===== config.mk =====
export PLATFORM = sky130hd
export DESIGN_NAME = printer_engine
export DESIGN_NICKNAME = d
export VERILOG_FILES = /design/src/rtl/printer_engine.sv
export SDC_FILE = /design/constraint.sdc
export NUM_CORES = 1
export LEC_CHECK = 0
export CAP_MARGIN = 0
export CORE_MARGIN = 5
export CORE_UTILIZATION = 50
export DETAILED_ROUTE_END_ITERATION = 12
export GPL_TIMING_DRIVEN = 0
export MAX_ROUTING_LAYER = met4
export PLACE_DENSITY = 0.83
export SLEW_MARGIN = 25
export SYNTH_ARGS = -nofsm -noshare
export SYNTH_HDL_FRONTEND = slang
export SYNTH_SLANG_ARGS = --single-unit
export TNS_END_PERCENT = 100

===== constraint.sdc =====
create_clock -name clk -period 3.7 [get_ports clk]
set_input_delay 0.555 -clock clk [delete_from_list [all_inputs] [get_ports clk]]
set_output_delay 0.555 -clock clk [all_outputs]
set_load 0.01 [all_outputs]

===== src/rtl/printer_engine.sv =====
// Printer-side peripheral: accepts strobed bytes into a small FIFO, prints each one
// for a fixed number of cycles, then presents it on a valid/ack output port.
module printer_engine #(
  parameter int FIFO_DEPTH   = 4,
  parameter int PRINT_CYCLES = 8,
  parameter int CNT_W        = 16
) (
  input  logic             clk,
  input  logic             rst,
  input  logic [7:0]       print_data,
  input  logic             pulse_request,
  output logic             print_ready,
  output logic             out_valid,
  output logic [7:0]       out_data,
  input  logic             out_ack,
  output logic             busy,
  output logic             overrun_err,
  output logic [CNT_W-1:0] char_count
);

  localparam int PTR_W = $clog2(FIFO_DEPTH);
  localparam int CYC_W = (PRINT_CYCLES > 1) ? $clog2(PRINT_CYCLES) : 1;
  localparam logic [CYC_W-1:0] CYC_LOAD = CYC_W'(PRINT_CYCLES - 1);
  localparam logic [PTR_W:0]   DEPTH_C  = (PTR_W + 1)'(FIFO_DEPTH);

  typedef enum logic [1:0] {S_IDLE, S_PRINT, S_PRESENT} state_t;

  state_t           state_q, state_d;
  logic             pulse_q;
  logic [PTR_W-1:0] wr_ptr_q, wr_ptr_d, rd_ptr_q, rd_ptr_d;
  logic [PTR_W:0]   count_q, count_d;
  logic [CYC_W-1:0] cnt_q, cnt_d;
  logic [7:0]       cur_byte_q, cur_byte_d;
  logic             out_valid_q, out_valid_d;
  logic [7:0]       out_data_q, out_data_d;
  logic             print_ready_q, print_ready_d;
  logic             busy_q, busy_d;
  logic             overrun_q, overrun_d;
  logic [CNT_W-1:0] char_count_q, char_count_d;
  logic [7:0]       mem_q [FIFO_DEPTH];
  logic             strobe, push, pop;

  always_comb begin
    strobe        = pulse_request & ~pulse_q;
    push          = strobe & print_ready_q;
    pop           = (state_q == S_IDLE) && (count_q != '0);
    state_d       = state_q;
    wr_ptr_d      = wr_ptr_q;
    rd_ptr_d      = rd_ptr_q;
    cnt_d         = cnt_q;
    cur_byte_d    = cur_byte_q;
    out_valid_d   = out_valid_q;
    out_data_d    = out_data_q;
    overrun_d     = overrun_q;
    char_count_d  = char_count_q;

    if (push) wr_ptr_d = wr_ptr_q + PTR_W'(1);
    if (pop)  rd_ptr_d = rd_ptr_q + PTR_W'(1);
    count_d = count_q + {{PTR_W{1'b0}}, push} - {{PTR_W{1'b0}}, pop};
    // Ready looks ahead at the post-edge occupancy so a full FIFO is never pushed.
    print_ready_d = (count_d < DEPTH_C);
    if (strobe && !print_ready_q) overrun_d = 1'b1;

    case (state_q)
      S_IDLE: begin
        if (pop) begin
          cur_byte_d = mem_q[rd_ptr_q];
          cnt_d      = CYC_LOAD;
          state_d    = S_PRINT;
        end
      end
      S_PRINT: begin
        if (cnt_q == '0) begin
          state_d     = S_PRESENT;
          out_valid_d = 1'b1;
          out_data_d  = cur_byte_q;
        end else begin
          cnt_d = cnt_q - CYC_W'(1);
        end
      end
      S_PRESENT: begin
        if (out_ack) begin
          out_valid_d  = 1'b0;
          char_count_d = char_count_q + CNT_W'(1);
          state_d      = S_IDLE;
        end
      end
      default: state_d = S_IDLE;
    endcase

    busy_d = (count_d != '0) | (state_d != S_IDLE);
  end

  always_ff @(posedge clk or posedge rst) begin
    if (rst) begin
      state_q       <= S_IDLE;
      pulse_q       <= 1'b0;
      wr_ptr_q      <= '0;
      rd_ptr_q      <= '0;
      count_q       <= '0;
      cnt_q         <= '0;
      cur_byte_q    <= '0;
      out_valid_q   <= 1'b0;
      out_data_q    <= '0;
      print_ready_q <= 1'b0;
      busy_q        <= 1'b0;
      overrun_q     <= 1'b0;
      char_count_q  <= '0;
    end else begin
      state_q       <= state_d;
      pulse_q       <= pulse_request;
      wr_ptr_q      <= wr_ptr_d;
      rd_ptr_q      <= rd_ptr_d;
      count_q       <= count_d;
      cnt_q         <= cnt_d;
      cur_byte_q    <= cur_byte_d;
      out_valid_q   <= out_valid_d;
      out_data_q    <= out_data_d;
      print_ready_q <= print_ready_d;
      busy_q        <= busy_d;
      overrun_q     <= overrun_d;
      char_count_q  <= char_count_d;
    end
  end

  // Storage needs no reset: occupancy and pointers alone define validity.
  always_ff @(posedge clk) begin
    if (push) mem_q[wr_ptr_q] <= print_data;
  end

  assign print_ready = print_ready_q;
  assign out_valid   = out_valid_q;
  assign out_data    = out_data_q;
  assign busy        = busy_q;
  assign overrun_err = overrun_q;
  assign char_count  = char_count_q;

endmodule

* Yosys cells after proc, flatten, opt, wreduce, memory -nomap -nowiden
Memories as Yosys holds them, arrays and structs flattened. A register that Yosys moved wholly into a read port is not among the register bits. Cells that the tools add are included.
Storage, ports and cells: logic and storage cells 57, memories 1, output and inout bits 28, input bits 12, RAM bits 32, flip-flop bits (word level) 41
Memory list:
- mem_q | depth 4, bits a word 8, read ports 1, clocked after memory_dff 1, wr ports 1, RTL line 40 | logic [7:0] mem_q [FIFO_DEPTH];
Cells by class: order comparisons 1, mux-type cells 12, reduce and logical (&&, ||, !) cells 15, equal/unequal tests 6, bitwise operators 4, add/subtract/negate cells 6
Operators by type and width (count):
- adder 16 x 1 -> 16 bit (second input constant) | 1
- inequality test 2 bit (second input constant) | 4
- two-way mux 2 bit | 3
- two-way mux 3 bit | 2
- one-hot mux 2 bit (3 select lines) | 1
- one-hot mux 3 bit (2 select lines) | 1
- AND reduction 2 bit | 3
- AND reduction 3 bit | 2
- nonzero test 2 bit | 3
- nonzero test 3 bit | 2
- adder 2 x 1 -> 2 bit (second input constant) | 2
- two-way mux 1 bit | 4
- adder 3 x 1 -> 3 bit | 1
- zero test 3 bit | 1
- < comparator 3 bit (second input constant) | 1
- subtractor 3 x 1 -> 3 bit | 1
- subtractor 3 x 1 -> 3 bit (second input constant) | 1
- bitwise AND 1 bit | 2
- == test 2 x 1 -> 1 bit (second input constant) | 1
- == test 2 bit (second input constant) | 1
- logical AND 1 bit | 2
- zero test 2 bit | 1
- one-hot mux 1 bit (2 select lines) | 1
- zero test 1 bit | 1
- 2 further kinds | 2

* Depth between registers and ports, before layout
depth after elaboration 7, mapped depth 12, depth with buffers taken out 11

* Worst setup path before layout
Ideal clock, no wire load.
path kind input to register, from input port pulse_request, to register busy_q (netlist: busy), required time 3.561 ns, stages on the path 11, setup slack 0.940 ns, arrival time 2.622 ns, setup time 0.139 ns, buffers on the path 1, path through and3b_1 -> clkbuf_1 -> inv_1 -> ha_1 -> inv_1 -> ha_1 -> fa_1 -> xnor2_1 -> xnor2_2 -> nand3_1 -> or4_1
On the way: longest elaborated chain between the ends 6
RTL lines:
- start, declared | RTL line 11 | input logic pulse_request,
- bitwise AND 1 bit | RTL line 44 | strobe = pulse_request & ~pulse_q;
- bitwise AND 1 bit | RTL line 45 | push = strobe & print_ready_q;
- adder 3 x 1 -> 3 bit | RTL line 59 | count_d = count_q + {{PTR_W{1'b0}}, push} - {{PTR_W{1'b0}}, pop};
- subtractor 3 x 1 -> 3 bit | RTL line 59
- nonzero test 3 bit | RTL line 91 | busy_d = (count_d != '0) | (state_d != S_IDLE);
- bitwise OR 1 bit | RTL line 91
- net busy_d | RTL line 37 | logic busy_q, busy_d;
- end signal, assigned | RTL line 120 | busy_q <= busy_d;
- end, declared | RTL line 37
The timed path passes the listed nets, and every way through them passes these cells. A chain may end at the register's enable or synchronous reset.

* Worst setup path after layout
Same ends and word-level chain as after synthesis.

==> results.py <==
metrics = {
    "synth": {
        "synthTopCellsByArea": "dfrtp_1 (37%), edfxtp_1 (29%), mux2_2 (5.8%)",
        "synth-seq-cells": 81,
        "syn_nets": 233,
        "synth_top_area_cell": "dfrtp_1",
        "synth_cells": 211,
        "synth_top_cell_area_share": 0.368,
        "ys_types": 41,
        "avgSynthCellArea_sq_um": 15.8,
        "synth-warning-count": 0,
        "synth_top_flop_cell": "dfrtp_1",
        "syn-cell-area_sq_um": 3330,
        "async_flop_share": 0.605,
        "ys_seq_area_frac": 0.657,
        "synth_edf_count": 32,
    },
    "pwr": {
        "p_leak_nw": 1.67,
        "switching_share": 0.287,
        "power.share.sequential": 0.447,
        "switchingPower_mw": 0.814,
        "pwr-share-clk": 0.237,
        "pwr-share-comb": 0.315,
        "ir_drop_mv": 0.422,
        "intPower_mw": 2.02,
        "report.power.total_mw": 2.83,
        "power_per_cell_area_nw_per_um2": 701,
    },
    "drt": {
        "drtAntennaViolNets": 0,
        "wl_per_cell_um": 15.1,
        "vias": 1771,
        "wirelength_mm": 5.20,
        "drtIter0Drc": 98,
        "route.detailed.drc": 0,
        "viasPerCell": 5.15,
        "first_pass_iters": 4,
    },
    "sta": {
        "tightest_slew_ns": 0.554,
        "slew_violations": 0,
        "relSlewSlack": 0.631,
        "setup_tns_ns": 0,
        "holdWs_ns": 0.483,
        "rsz0062_at_grt": "false",
        "clock_skew_ns": 0.00838,
        "setup_viol": 0,
        "min_period_ns": 3.09,
        "period_share": 0.836,
        "hold_viol": 0,
        "max_freq_mhz": 323,
    },
    "critical_path": {
        "reg2reg_slack_ns": 0.74,
        "crit_end": "busy",
        "reg2regPathDepth": 12,
        "r2r-end": "busy",
        "cp-end-kind": "flop",
        "arrival_ns": 3.30,
        "crit_chain": "clkdlybuf4s50_1, and3b_1, clkbuf_1, inv_1, ha_1, inv_1, ha_1, fa_1, xnor2_1, xnor2_2, nand3_1, or4_1",
        "cp-startpoint": "pulse_request",
        "crit_path_max_fanout": 8,
        "worst_path_largest_cell_delay_ns": 0.48,
        "cpMaxStageDelayCell": "clkdlybuf4s50_1",
        "start_kind": "input pin",
        "cp.required_ns": 3.91,
        "worstSetupPathType": "in -> reg",
        "timing.rr.start": "count_q[2]",
    },
    "finish": {
        "syn_to_final_growth_pct": 21.5,
        "layout_common_cells": "dfrtp_1 (49), clkdlybuf4s50_1 (39), edfxtp_1 (32)",
        "drive_gt1_frac": 0.206,
        "diodes": 0,
        "final_area_sq_um": 4050,
        "layout_commonest_cell": "dfrtp_1",
        "fin_util": 0.630,
        "num-nets-final": 284,
    },
    "flow_run": {
        "maxCapViolCount": 0,
    },
    "clocking": {
        "hold_buffers": 0,
        "htreeDepth": 3,
        "cts.sinks": 81,
        "path_clk_slew_ns": 0.07,
        "cts_buffers": 9,
        "ctsResizeCount": 0,
        "root_buffer": "clkbuf_8",
        "clock_latency_ns": 0.34,
        "clk_path_buf_depth": 2,
        "cts_tree": "done",
        "postCtsSetupBuffers": 0,
    },
    "die": {
        "rows": 29,
        "die_h_um": 91.6,
        "core_sq_um": 6420,
        "dieArea_sq_um": 8390,
        "initial_core_util": 0.518,
        "ioPinCount": 40,
        "die_x_um": 91.6,
    },
    "grt": {
        "antenna_found_initial": 0,
        "overflow": 0,
        "grt.total_usage": 0.147,
        "grt_first_pass_wirelength_mm": 9.20,
        "grt_max_degree": 29,
        "first_global_vias": 1823,
    },
    "place": {
        "port_buffers": 39,
        "gp_congestion": 0.801,
        "placed_area_sq_um": 3830,
        "dpl.hpwl_mm": 3.80,
    },
    "hold_path": {
        "hp-class": "reg -> reg",
    },
    "outcome": {
        "status": "completed",
    },
}
==> per-layer routing <==
metal | vias to the layer above | routed length (um) | GRT usage
met3 | 7 | 284 | 0.0455
met5 | - | 0 | -
li1 | 852 | - | -
met1 | 871 | 2300 | 0.186
met4 | 0 | 51 | 0.0678
met2 | 41 | 2570 | 0.218
==> kinds of logic after synthesis <==
logic type                 Yosys count  share of synthesized area
DFF                                 81                      0.657
and+or+nand+nor                     55                      0.103
muxes                               25                      0.112
xor gates and xnor gates            21                     0.0575
buffers and inverters               16                     0.0229
adders and majority gates           10                     0.0399
AOI/OAI and AO/OA                    3                    0.00752
==> synthesized netlist by cell type (2+ instances only) <==
| library cell | n |
|---|---|
| nand4_1 | 2 |
| xor2_1 | 7 |
| nand2_1 | 12 |
| edfxtp_1 | 32 |
| mux2_2 | 17 |
| mux4_2 | 8 |
| ha_1 | 9 |
| and2_1 | 4 |
| nor2_1 | 8 |
| inv_1 | 11 |
| nand3_1 | 9 |
| dfrtp_1 | 49 |
| nor3_1 | 2 |
| xnor2_1 | 13 |
| and3_1 | 2 |
==> worst max-delay path, delay by kind of cell <==
kind	cells	cell delay, ns
buffers and inverters	4	0.85
adders and majority gates	3	0.84
and+or+nand+nor	3	0.65
xor gates and xnor gates	2	0.40
==> flip-flops by register name, indices dropped and copies added (netlist names) <==
name,count
count_q,3
overrun_err,1
cur_byte_q,8
out_data,8
print_ready,1
wr_ptr_q,2
out_valid,1
mem_q,32
cnt_q,3
rd_ptr_q,2
pulse_q,1
state_q,2
busy,1
char_count,16
==> worst min-delay path by stage <==
stage	start	slack [ns]	to	cells past startpoint
global placement	overrun_err	0.46	overrun_err	1
CTS	overrun_err	0.48	overrun_err	1
detailed placement	overrun_err	0.46	overrun_err	1
finish	overrun_err	0.48	overrun_err	1
global route	overrun_err	0.51	overrun_err	1
floorplan	cnt_q[2]	0.47	cnt_q[2]	2
==> power groups by stage <==
| stage | logic [mW] | clock network, mW | registers, mW |
|---|---|---|---|
| 2_1_floorplan | 0.593 | 0 | 1.29 |
| 3_3_place_gp | 0.872 | 0 | 1.28 |
| 3_5_place_dp | 0.907 | 0 | 1.29 |
| 4_1_cts | 0.914 | 0.685 | 1.27 |
| 5_1_grt | 0.991 | 0.738 | 1.29 |
| 6_report | 0.894 | 0.672 | 1.27 |
==> per-stage QoR <==
step,worst slack (ns),instances
after floorplan,0.940,211
after global placement,0.282,327
after detailed placement,0.260,328
after CTS,0.601,344
after global routing,0.420,344
final,0.607,344
==> layout make-up <==
class / count / area (sq um)
plain buffers: 4 / 26.3
clock buffers: 10 / 128
clock inverters: 6 / 82.6
fillers: 459 / 2380
inverters: 12 / 50.0
multi-input cells: 114 / 1060
flip-flops and latches: 81 / 2190
well taps: 77 / 96.3
repair buffers: 40 / 410
No activity file was read; power rests on OpenSTA's default activity.
